===== src/rtl/if_id_pkg.sv =====
// Shared types and constants for the fetch/decode instruction queue.
package if_id_pkg;

  localparam int unsigned IFQ_DEPTH_DEFAULT = 4;
  localparam int unsigned IFQ_DATA_W        = 32;
  localparam logic [IFQ_DATA_W-1:0] NOP_INSTR = 32'h0;

  typedef struct packed {
    logic [IFQ_DATA_W-1:0] pc;
    logic [IFQ_DATA_W-1:0] instruction;
  } ifq_entry_t;

endpackage


===== src/rtl/ifq_storage.sv =====
// DEPTH-entry register array: one synchronous write port, one asynchronous read port.
// Contents have no reset; validity is tracked by the owner of the pointers.
module ifq_storage
  import if_id_pkg::*;
#(
  parameter int unsigned DEPTH = IFQ_DEPTH_DEFAULT
) (
  input  logic                     clk,
  input  logic                     we,
  input  logic [$clog2(DEPTH)-1:0] waddr,
  input  ifq_entry_t               wdata,
  input  logic [$clog2(DEPTH)-1:0] raddr,
  output ifq_entry_t               rdata
);

  ifq_entry_t mem_q [DEPTH];

  always_ff @(posedge clk) begin
    if (we) mem_q[waddr] <= wdata;
  end

  assign rdata = mem_q[raddr];

endmodule


===== src/rtl/if_id_queue.sv =====
// Fetch-to-decode instruction FIFO with flush on taken branch.
// Optional IFQ_BYPASS_EN: an empty queue forwards the fetch pair to decode in the same cycle.
module if_id_queue
  import if_id_pkg::*;
#(
  parameter int unsigned DEPTH  = IFQ_DEPTH_DEFAULT,
  parameter int unsigned DATA_W = IFQ_DATA_W
) (
  input  logic                     clk,
  input  logic                     rst,
  input  logic                     fetch_valid,
  input  logic [DATA_W-1:0]        fetch_pc,
  input  logic [DATA_W-1:0]        fetch_instruction,
  output logic                     fetch_ready,
  input  logic                     flush,
  input  logic                     id_ready,
  output logic                     id_valid,
  output logic [DATA_W-1:0]        id_pc,
  output logic [DATA_W-1:0]        id_instruction,
  output logic [$clog2(DEPTH):0]   count
);

  localparam int unsigned AW = $clog2(DEPTH);
  localparam int unsigned CW = AW + 1;

  logic [AW-1:0] rd_ptr_q, rd_ptr_d;
  logic [AW-1:0] wr_ptr_q, wr_ptr_d;
  logic [CW-1:0] count_q, count_d;
  logic          empty;
  logic          push_store;
  logic          pop_store;
  ifq_entry_t    wr_entry;
  ifq_entry_t    rd_entry;
`ifdef IFQ_BYPASS_EN
  logic          bypass;
`endif

  ifq_storage #(
    .DEPTH(DEPTH)
  ) u_storage (
    .clk  (clk),
    .we   (push_store),
    .waddr(wr_ptr_q),
    .wdata(wr_entry),
    .raddr(rd_ptr_q),
    .rdata(rd_entry)
  );

  always_comb begin
    empty       = (count_q == '0);
    fetch_ready = (count_q != CW'(DEPTH));
    wr_entry    = '{pc: IFQ_DATA_W'(fetch_pc), instruction: IFQ_DATA_W'(fetch_instruction)};
    pop_store   = ~empty & id_ready & ~flush;
`ifdef IFQ_BYPASS_EN
    bypass      = empty & fetch_valid & ~flush;
    // A bypassed pair consumed by decode this cycle never enters storage.
    push_store  = fetch_valid & fetch_ready & ~flush & ~(bypass & id_ready);
`else
    push_store  = fetch_valid & fetch_ready & ~flush;
`endif

    if (flush) begin
      rd_ptr_d = '0;
      wr_ptr_d = '0;
      count_d  = '0;
    end else begin
      rd_ptr_d = pop_store  ? rd_ptr_q + AW'(1) : rd_ptr_q;
      wr_ptr_d = push_store ? wr_ptr_q + AW'(1) : wr_ptr_q;
      count_d  = count_q + CW'(push_store) - CW'(pop_store);
    end
  end

  always_comb begin
    id_valid       = 1'b0;
    id_pc          = '0;
    id_instruction = DATA_W'(NOP_INSTR);
    if (!empty) begin
      id_valid       = 1'b1;
      id_pc          = DATA_W'(rd_entry.pc);
      id_instruction = DATA_W'(rd_entry.instruction);
    end
`ifdef IFQ_BYPASS_EN
    else if (bypass) begin
      id_valid       = 1'b1;
      id_pc          = fetch_pc;
      id_instruction = fetch_instruction;
    end
`endif
  end

  always_ff @(posedge clk) begin
    if (rst) begin
      rd_ptr_q <= '0;
      wr_ptr_q <= '0;
      count_q  <= '0;
    end else begin
      rd_ptr_q <= rd_ptr_d;
      wr_ptr_q <= wr_ptr_d;
      count_q  <= count_d;
    end
  end

  assign count = count_q;

endmodule


===== config.mk =====
export PLATFORM = sky130hd
export DESIGN_NAME = if_id_queue
export DESIGN_NICKNAME = d
export VERILOG_FILES = /design/src/rtl/if_id_pkg.sv /design/src/rtl/ifq_storage.sv /design/src/rtl/if_id_queue.sv
export SDC_FILE = /design/constraint.sdc
export NUM_CORES = 1
export LEC_CHECK = 0
export CORE_MARGIN = 2
export CORE_UTILIZATION = 45
export DETAILED_ROUTE_END_ITERATION = 10
export GPL_ROUTABILITY_DRIVEN = 1
export HOLD_SLACK_MARGIN = 0.12
export PLACE_DENSITY = 0.77
export REMOVE_ABC_BUFFERS = 1
export SKIP_CTS_REPAIR_TIMING = 1
export SYNTH_ARGS = -nofsm -noshare
export SYNTH_HDL_FRONTEND = slang
export SYNTH_SLANG_ARGS = --single-unit

===== constraint.sdc =====
create_clock -name clk -period 4.3 [get_ports clk]
set_clock_uncertainty 0.15 [all_clocks]
set_input_delay 1.075 -clock clk [delete_from_list [all_inputs] [get_ports clk]]
set_output_delay 1.075 -clock clk [all_outputs]
set_load 0.01 [all_outputs]

; Word-level counts from Yosys, hierarchy flattened
; Memories as Yosys holds them, arrays and structs flattened. A register that Yosys moved wholly into a read port is not among the register bits.
; Cells that the tools add are included.
[totals]
ff_bits = 7
output_inout_bits = 69
mem_count = 1
ramBits = 256
input_bits = 69
[op_classes]
muxes = 7
addsub = 4
bitwise = 6
reduce_logical = 2
n_eq_ne = 1
[memory_table]
columns = name, words, word_bits, rd, rd_clocked_by_memory_dff, wr, line
row1 = u_storage.mem_q, 4, 64, 1, 1, 1, ifq_storage.sv:16  ; ifq_entry_t mem_q [DEPTH];
[ops]
columns = operator, count
row1 = 2-to-1 mux 32 bit, 2
row2 = "adder 2 x 1 -> 2 bit, second input constant", 2
row3 = AND 1 bit, 4
row4 = 2-to-1 mux 2 bit, 2
row5 = adder 3 x 1 -> 3 bit, 1
row6 = zero test 3 bit, 1
row7 = 2-to-1 mux 1 bit, 3
row8 = "!= test 3 bit, second input constant", 1
row9 = subtractor 3 x 1 -> 3 bit, 1
row10 = inverter 1 bit, 2
row11 = OR reduction 2 bit, 1

; Logic depth before layout (Yosys ltp)
[depth]
depth_word = 6
mapped_depth = 12

; Modules after synthesis
; Synthesis repeated with hierarchy kept, for this count alone.
[unflattened]
cells_unflattened = 447
hier_area_um2 = 10169.8
[modules_own_cells]
columns = mod, cells_each, n_inst, area_per_inst_um2
row1 = ifq_storage, 338, 1, 9341.5
row2 = if_id_queue, 109, 1, 828.3

; Least setup slack after synthesis
; No wires, ideal clock.
[synth_timing]
kind = input port to flip-flop
startpoint = input port fetch_valid
endpoint = memory u_storage.mem_q[0][0] (netlist bit) (enable)
n_path_buf = 0
setup_time_ps = 429
arrival_ps = 2932
slack_ps = 788
path_stages = 2
cell_sequence = nor2b_1 > and3_1
[synth_via]
elab_chain_cells = 4
[synth_rtl]
columns = item, line
row1 = from (decl), if_id_queue.sv:11  ; input logic fetch_valid,
row2 = AND 1 bit (2 in a row), if_id_queue.sv:59  ; push_store = fetch_valid & fetch_ready & ~flush;
row3 = 2-to-1 mux 1 bit, ifq_storage.sv:19  ; if (we) mem_q[waddr] <= wdata;
row4 = 2-to-1 mux 1 bit (not written as such), ifq_storage.sv:19
row5 = to (decl), ifq_storage.sv:16
; No other way between the ends.

; Worst setup path in the final report
[layout_timing]
startpoint = register count_q[1], in the netlist count[1]
endpoint = output port id_instruction[29]
[layout_via]
elab_chain_cells = 2
[layout_rtl]
columns = item, line
row1 = from (decl), if_id_queue.sv:28  ; logic [CW-1:0] count_q, count_d;
row2 = from (signal assigned), if_id_queue.sv:99  ; count_q <= count_d;
row3 = zero test 3 bit, if_id_queue.sv:50  ; empty = (count_q == '0);
row4 = 2-to-1 mux 32 bit, if_id_queue.sv:77  ; if (!empty) begin
row5 = to (decl), if_id_queue.sv:19  ; output logic [DATA_W-1:0] id_instruction,
; No other way between the ends.

==> run_results.csv <==
group,metric,value,unit
finish,layoutNonFillerInstCount,917,
worst_setup_path,r2r_cells,11,
finish,final_area,12760,µm²
synthesis,avgSynthCellArea,22.44,µm²
finish,layout_commonest_cell,"edfxtp_1",
detailed_routing,drtIter0Drc,269,
detailed_routing,num_vias,4845,
worst_setup_path,startpoint_type,"flip-flop",
synthesis,synthFlopType,"edfxtp_1",
detailed_routing,drcViolationCount,0,
synthesis,synthTopCellsByArea,"edfxtp_1, mux4_2, and2_1, dfxtp_1, buf_12",
worst_hold_path,worstHoldStart,"wr_ptr_q[0]$_SDFFE_PP0P_",
global_routing,grt_pass1_wl,29550,µm
floorplan,core_area,22430,µm²
timing,fin_crit_sh,94.40,%
timing,setup_viol,0,
worst_setup_path,crit_fanout,66,
synthesis,synth-seq-cells,265,
synthesis,synth.yosys.seq_area_share,77.06,%
floorplan,dieHeight,154.6,µm
timing,max_slew_margin,22.89,%
worst_setup_path,cp_cell_sequence,"or3_2 -> and2_1 -> clkdlybuf4s50_1",
timing,drv_slew,0,
worst_hold_path,hold_depth,2,
worst_setup_path,end_kind,"output port",
placed_design,hpwl,11080,µm
worst_setup_path,cp.required,3.07,ns
worst_setup_path,crit_cells,3,
power,power.total,5.311,mW
power,leakage,4.041,nW
synthesis,synth_cell_types,26,
worst_setup_path,arrival,2.83,ns
clock_tree,cts_tree,"built",
timing,grt_setup_unrepaired,"false",
floorplan,die_area,23910,µm²
floorplan,rows,55,
clock_tree,clkSlewWorstSetupHoldPaths,0.06,ns
clock_tree,cts_buffers,26,
global_routing,grt_pass1_vias,5366,
finish,mostFrequentLayoutCells,"edfxtp_1, clkdlybuf4s50_1, and2_1, mux4_2, clkbuf_16",
power,peakVddDrop,227.2,µV
global_routing,overflow,0,
synthesis,async_reset_ff_share,0,%
power,power.density,416.2,nW/µm²
worst_setup_path,slowest_stage,"or3_2",
synthesis,synth_cells,455,
floorplan,fp.dieW,154.6,µm
clock_tree,clockBufferDepth,3,
floorplan,io_pins,138,
worst_setup_path,r2r-start,"count[2]$_SDFF_PP0_",
finish,layout.nets,686,
global_routing,grt_usage,16.00,%
floorplan,initial_core_util,45.51,%
timing,worst_pin_slew,1.157,ns
worst_setup_path,cpPeakStageDelay,0.91,ns
synthesis,syn_area,10210,µm²
timing,finalHoldViolCount,0,
flow_run,max_cap_viol_count,0,
global_routing,antenna_found_initial,1,
finish,syn2layout_area_growth,24.99,%
placed_design,placed_area,11930,µm²
timing,finalWorstSetupSlack,0.2408,ns
placed_design,dp_cells,867,
synthesis,synth_top_area_cell,"edfxtp_1",
worst_setup_path,cp_top_family,"simple AND/OR/NAND/NOR gates",
finish,drive_gt1_share,18.41,%
detailed_routing,wirelength,18950,µm
detailed_routing,wl_per_cell,20.67,µm
worst_setup_path,path_class,"reg -> out",
clock_tree,clk_latency,0.52,ns
timing,fin_crit,4.059,ns
worst_setup_path,crit_start,"count[1]$_SDFF_PP0_",
worst_setup_path,crit_buf_inv,1,
detailed_routing,ant_nets,0,
clock_tree,h-tree-depth,1,
synthesis,yosys_warnings,0,
worst_hold_path,hold_class,"reg -> reg",
timing,fmax,246.4,MHz
timing,holdWs,0.3484,ns
synthesis,synth_top_area_share,75.29,%
placed_design,port-buffer-count,137,
run_status,status,"complete, no violations",
placed_design,dpl_worst_slack,0.4918,ns
detailed_routing,first_pass_iters,4,
detailed_routing,viasPerCell,5.284,
clock_tree,ctsRootBufferMaster,"clkbuf_16",
clock_tree,cts.sinks,265,
global_routing,grt_max_degree,66,
placed_design,routabilityCongestion,0.7559,
synthesis,synth-edff-count,256,
-- per-stage QoR --
stage | TNS, ns | util, %
finish | 0 | 56.88
global route | 0 | 56.86
CTS | 0 | 56.86
detailed placement | 0 | 53.20
global placement | 0 | 53.20
floorplan | -28.46 | -
-- worst reg2reg max path, stage by stage, from the launching register on --
cell,delay (ns)
dfxtp_1,0.43
or3b_1,0.52
and2_1,0.22
inv_1,0.06
ha_1,0.22
inv_1,0.06
ha_1,0.14
inv_1,0.05
fa_1,0.40
xnor2_1,0.15
xnor2_1,0.14
and2_1,0.17
-- cells by family after synthesis --
group                    count (synthesis)  synth area share (%)
XOR/XNOR                                 4                0.3432
AO/OA/AOI/OAI                            4                0.2574
multiplexers                            64                 14.26
AND/OR/NAND/NOR                         84                 5.025
buffers and inverters                   27                 2.120
adder cells (fa/ha/maj)                  7                0.9314
flip-flops                             265                 77.06
-- synth_stat cells (4+ instances only) --
| library cell | number |
|---|---|
| mux4_2 | 60 |
| and3_1 | 4 |
| buf_2 | 6 |
| inv_1 | 5 |
| buf_12 | 6 |
| nor3_1 | 4 |
| and2_1 | 67 |
| edfxtp_1 | 256 |
| clkbuf_1 | 7 |
| ha_1 | 6 |
| dfxtp_1 | 9 |
| mux4_1 | 4 |
-- flip-flops by register name, summed over array words and instances (netlist names), named ones only --
name / cells
wr_ptr_q: 2
count: 3
rd_ptr_q: 2
u_storage.mem_q: 256
-- worst paths after layout --
kind / end / slack [ns]
hold / removal: wr_ptr_q[0]$_SDFFE_PP0P_ / 0.35
setup / recovery: id_instruction[29] / 0.24
setup reg to reg: count[2]$_SDFF_PP0_ / 1.48
hold reg to reg: wr_ptr_q[0]$_SDFFE_PP0P_ / 0.35
-- routing by layer --
| layer | share of wire (%) | track usage, % |
|---|---|---|
| met3 | 5.3 | 3.446 |
| met5 | 0 | 0 |
| met4 | 1.9 | 4.145 |
| met1 | 42 | 21.19 |
| met2 | 50 | 27.23 |
-- area by class of cell --
type                    count  area, µm²
clock buffers              38      747.0
fillers                  1691       9673
multi-input cells         163       2147
diodes                      2      5.005
well taps                 285      356.6
clock inverters            10      75.07
flip-flops and latches    265       7875
inverters                   5      18.77
repair buffers            149       1536
-- power breakdown --
part / total (mW) / leakage, nW / switching [mW] / internal [mW]
Clock: 2.15 / 0.406 / 0.889 / 1.26
Sequential: 2.88 / 2.40 / 0.0117 / 2.87
Combinational: 0.278 / 1.23 / 0.121 / 0.158
Total: 5.31 / 4.04 / 1.02 / 4.29
No activity file was read; power rests on OpenSTA's default activity.
